## src/rtl/dwt_pkg.sv

```systemverilog
// Shared DWT definitions: width constants, synthesis FSM state encoding and
// the tap-array type common to the analysis and synthesis filter blocks.
package dwt_pkg;

  localparam int W_IN  = 12;
  localparam int C_IN  = 3;
  localparam int W_ACC = W_IN + C_IN + 2;
  localparam int Y_OUT = 12;

  typedef enum logic [1:0] {
    IDLE = 2'd0,
    CALC = 2'd1,
    EVEN = 2'd2,
    ODD  = 2'd3
  } state_t;

  typedef logic signed [C_IN-1:0] tap_t;
  typedef tap_t [3:0]             tap_arr_t;

endpackage

```

## src/rtl/idwt_mac4.sv

```systemverilog
// Combinational four-product signed sum; every operand is sign-extended to
// the accumulator width before multiplying.
module idwt_mac4 import dwt_pkg::*; #(
  parameter int w_in  = W_IN,
  parameter int c_in  = C_IN,
  parameter int w_acc = W_ACC
) (
  input  logic signed [c_in-1:0]  c0,
  input  logic signed [c_in-1:0]  c1,
  input  logic signed [c_in-1:0]  c2,
  input  logic signed [c_in-1:0]  c3,
  input  logic signed [w_in-1:0]  x0,
  input  logic signed [w_in-1:0]  x1,
  input  logic signed [w_in-1:0]  x2,
  input  logic signed [w_in-1:0]  x3,
  output logic signed [w_acc-1:0] sum
);

  // NOTE: sum gets a value on every path through the block, so no latch is inferred.
  always_comb begin
    sum = w_acc'(c0) * w_acc'(x0)
        + w_acc'(c1) * w_acc'(x1)
        + w_acc'(c2) * w_acc'(x2)
        + w_acc'(c3) * w_acc'(x3);
  end

endmodule

```

## src/rtl/idwt_synth_2ch.sv

```systemverilog
// Two-channel DWT synthesis bank: one (low, high) pair in, even then odd sample out.
// Define IDWT_SAT_EN to saturate the output sample instead of wrapping it.
module idwt_synth_2ch import dwt_pkg::*; #(
  parameter int w_in  = W_IN,
  parameter int c_in  = C_IN,
  parameter int w_acc = W_ACC,
  parameter int y_out = Y_OUT
) (
  input  logic                    clk,
  input  logic                    rstn,
  input  logic                    in_valid,
  output logic                    in_ready,
  input  logic signed [w_in-1:0]  x_lo,
  input  logic signed [w_in-1:0]  x_hi,
  input  logic signed [c_in-1:0]  g0_0,
  input  logic signed [c_in-1:0]  g0_1,
  input  logic signed [c_in-1:0]  g0_2,
  input  logic signed [c_in-1:0]  g0_3,
  input  logic signed [c_in-1:0]  g1_0,
  input  logic signed [c_in-1:0]  g1_1,
  input  logic signed [c_in-1:0]  g1_2,
  input  logic signed [c_in-1:0]  g1_3,
  output logic                    out_valid,
  input  logic                    out_ready,
  output logic signed [y_out-1:0] y,
  output logic                    y_phase
);

  state_t                  state;
  logic signed [w_in-1:0]  l0, l1, h0, h1;
  logic signed [w_acc-1:0] even_sum, odd_sum, even_acc, odd_acc;
  logic                    accept;

  function automatic logic signed [y_out-1:0] to_out(input logic signed [w_acc-1:0] a);
`ifdef IDWT_SAT_EN
    if (&a[w_acc-1:y_out-1] || ~|a[w_acc-1:y_out-1])
      to_out = a[y_out-1:0];
    else if (a[w_acc-1])
      to_out = {1'b1, {(y_out-1){1'b0}}};
    else
      to_out = {1'b0, {(y_out-1){1'b1}}};
`else
    to_out = y_out'(a);
`endif
  endfunction

  assign in_ready = (state == IDLE) || (state == ODD && out_ready);
  assign accept   = in_valid && in_ready;

  idwt_mac4 #(.w_in(w_in), .c_in(c_in), .w_acc(w_acc)) u_mac_even (
    .c0(g0_0), .c1(g0_2), .c2(g1_0), .c3(g1_2),
    .x0(l0),   .x1(l1),   .x2(h0),   .x3(h1),
    .sum(even_sum)
  );

  idwt_mac4 #(.w_in(w_in), .c_in(c_in), .w_acc(w_acc)) u_mac_odd (
    .c0(g0_1), .c1(g0_3), .c2(g1_1), .c3(g1_3),
    .x0(l0),   .x1(l1),   .x2(h0),   .x3(h1),
    .sum(odd_sum)
  );

  // NOTE: all state uses non-blocking assignments so every register samples pre-edge values.
  always_ff @(posedge clk) begin
    if (!rstn) begin
      state     <= IDLE;
      l0        <= '0;
      l1        <= '0;
      h0        <= '0;
      h1        <= '0;
      even_acc  <= '0;
      odd_acc   <= '0;
      out_valid <= 1'b0;
      y         <= '0;
      y_phase   <= 1'b0;
    end else begin
      if (accept) begin
        l1 <= l0;
        h1 <= h0;
        l0 <= x_lo;
        h0 <= x_hi;
      end
      case (state)
        IDLE: if (accept) state <= CALC;
        CALC: begin
          // Taps are sampled here; the even sample goes straight to the output.
          even_acc  <= even_sum;
          odd_acc   <= odd_sum;
          y         <= to_out(even_sum);
          y_phase   <= 1'b0;
          out_valid <= 1'b1;
          state     <= EVEN;
        end
        EVEN: if (out_ready) begin
          y       <= to_out(odd_acc);
          y_phase <= 1'b1;
          state   <= ODD;
        end
        ODD: if (out_ready) begin
          out_valid <= 1'b0;
          state     <= accept ? CALC : IDLE;
        end
        default: state <= IDLE;
      endcase
    end
  end

endmodule

```

## config.mk

```make
export PLATFORM = sky130hd
export DESIGN_NAME = idwt_synth_2ch
export DESIGN_NICKNAME = d
export VERILOG_FILES = /design/src/rtl/dwt_pkg.sv /design/src/rtl/idwt_mac4.sv /design/src/rtl/idwt_synth_2ch.sv
export SDC_FILE = /design/constraint.sdc
export NUM_CORES = 1
export LEC_CHECK = 0
export BUFFER_PORTS_ARGS = -buffer_cell sky130_fd_sc_hd__buf_2
export CORE_MARGIN = 2
export CORE_UTILIZATION = 45
export CTS_CLUSTER_SIZE = 28
export DETAILED_ROUTE_END_ITERATION = 6
export PLACE_DENSITY = 0.6
export REMOVE_ABC_BUFFERS = 1
export SYNTH_ARGS = -nofsm -noshare
export SYNTH_HDL_FRONTEND = slang
export SYNTH_SLANG_ARGS = --single-unit
```

## constraint.sdc

```tcl
create_clock -name clk -period 16.3 [get_ports clk]
set_clock_uncertainty 0.1 [all_clocks]
set_input_delay 2.445 -clock clk [delete_from_list [all_inputs] [get_ports clk]]
set_output_delay 2.445 -clock clk [all_outputs]
set_load 0.03 [all_outputs]
```

==> metrics.csv <==
metric,value,unit
cp.required,16480,ps
root_buffer,clkbuf_16,
antenna_found_initial,0,
setup_tns,0,ps
rsz0062_at_grt,no,
grt_use_met2,38.2,%
synth_top_flop_cell,dfxtp_1,
gr-usage-met1,27.5,%
grtUsageMet3,3.28,%
drt_iter0_drc,383,
critPathArrivalTime,7300,ps
final_hold_viol_count,0,
critPathCaptureType,flip-flop,
crit_path_frequent_cell,fa_1,
relSlewSlack,30.9,%
final_common_cell,nand2_1,
crit_fanout,11,
die_h,158,µm
final_cell_mix,"237 x nand2_1, 227 x inv_1, 190 x fa_1",
cts_hold_buf,0,
synth-edff-count,0,
area_delta_synth_final,8.63,%
clkSlewWorstSetupHoldPaths,60,ps
drive_gt1_share,7.22,%
vias_per_cell,4.82,
num-nets-final,1557,
cts_resized,0,
dp_hpwl,20600,µm
tritoncts,yes,
cp_cell_sequence,buf_2 > or2b_1 > fa_1 > fa_1 > inv_1 > fa_1 > inv_1 > fa_1 > fa_1 > inv_1 > ha_1 > o21ai_1 > a22oi_1 > a41o_1 > a211o_1 > a31oi_1 > xnor2_1 > mux2i_1 > nor2b_1,
die_w,158,µm
core,23400,µm²
cp_slowest_cell,fa_1,
multi_input_area,8160,µm²
seqCellArea,1520,µm²
ys_types,45,
die_area,25000,µm²
ios,67,
postCtsSetupRepairBufs,0,
drtPass1Iterations,5,
synth_warnings,0,
gp_congestion,0.839,
grt.overflow.total,0,
cp_slowest_stage_delay,520,ps
grt_pass1_vias,7960,
fmax,141,MHz
busiest_layer,met2,
track_usage,21.5,%
synth_seq_cells,76,
portBuffers,66,
setup_viol,0,
crit_type,in -> reg,
postRouteAntennaNets,0,
avgSynthCellArea,8.76,µm²
tightestPinTransition,1040,ps
cts_buffer_depth,2,
route.final.wire_length,25000,µm
cap_violations,0,
htreeDepth,3,
num_antenna_cells,0,
seq_area_frac_synth,14.2,%
hold_class,reg -> reg,
status,finished clean,
cts.sinks,76,
synth_cells,1222,
fin_crit,7120,ps
dr_total_vias,7615,
grt_start_max_net_pins,78,
hold_ws,361,ps
maxSlewViolCount,0,
worstSkewPairLatency,340,ps
grt_pass1_wl,41000,µm
initial_core_util,45.7,%
fin_cells,1580,
syn-cell-area,10700,µm²
fillers,2363,
startpoint_type,input pin,
post_drt_wl_per_cell,15.8,µm
drc,0,
tritoncts.num_buffers,9,
period_share,43.7,%
async_flop_share,0,%
dp_cells,1564,
rows,56,
-- stage by stage --
| step | area (µm²) | worst slack, ps | util (%) |
|---|---|---|---|
| global placement | 11300 | 8880 | 48.2 |
| floorplan | 10500 | 9280 | - |
| detailed placement | 11300 | 8800 | 48.2 |
| global route | 11600 | 8870 | 49.7 |
| CTS | 11600 | 9160 | 49.7 |
| finish | 11600 | 9180 | 49.7 |
-- flip-flops by register name, summed over array words and instances, names as in the netlist --
signal,flops
h0,12
h1,12
l0,12
l1,12
odd_acc,12
y,12
state,2
out_valid,1
y_phase,1
-- critical path, delay by kind of cell --
| family | cells | cell delay, ps |
|---|---|---|
| xor gates and xnor gates | 1 | 150 |
| AOI/OAI and AO/OA | 5 | 1060 |
| buffers and inverters | 4 | 350 |
| muxes | 1 | 90 |
| and+or+nand+nor | 2 | 400 |
| adders and majority gates | 6 | 2800 |
-- synthesized netlist by cell type, types with 3 or more instances --
master	n	area share, %
xnor2_1	50	4.1
fa_1	190	36
o211a_1	5	0.47
nand2b_1	41	2.4
clkbuf_1	42	1.5
ha_1	59	6.9
nor2b_1	28	1.6
o21ai_1	3	0.14
nor2_1	22	0.77
a21boi_0	55	3.9
nand3_1	6	0.28
o21ai_0	9	0.42
mux2i_1	9	0.84
and2_1	67	3.9
inv_1	227	8.0
a21oi_1	21	0.98
dfxtp_1	76	14
or2b_1	11	0.77
a21o_1	4	0.28
o21bai_1	3	0.21
xor2_1	17	1.4
o221ai_1	8	0.65
nand2_1	237	8.3
-- cell families after synthesis --
| logic type | synth area share, % |
|---|---|
| mux | 0.947 |
| fa+ha+maj | 42.4 |
| simple gates | 18.6 |
| buf+inv | 9.60 |
| compound gates | 8.18 |
| xor+xnor | 6.00 |
| flops | 14.2 |
-- final timing paths --
kind / slack, ps / endpoint / from / cells past startpoint
max: 9180 / odd_acc[11] / g0_1[2] / 19
max reg2reg: 10980 / y[11] / h0[2] / 18
min reg2reg: 360 / y[6] / y[6] / 2
min: 360 / y[6] / y[6] / 2
-- per-layer routing --
layer | vias to the layer above | share of wire, %
met5 | - | 0
met4 | 0 | 2.5
met3 | 29 | 3.4
met2 | 134 | 50
met1 | 3732 | 44
li1 | 3720 | -
-- area by class of cell --
class	count	share of cell area, %
Inverter	228	7.36
Timing Repair Buffer	68	2.97
Clock inverter	7	1.07
Tap cell	319	3.43
Sequential cell	76	13.1
Multi-Input combinational cell	873	70.1
Clock buffer	9	1.94
Power is not shown: default switching activity piles up to over one toggle a cycle in this logic, so the estimate is an artifact.
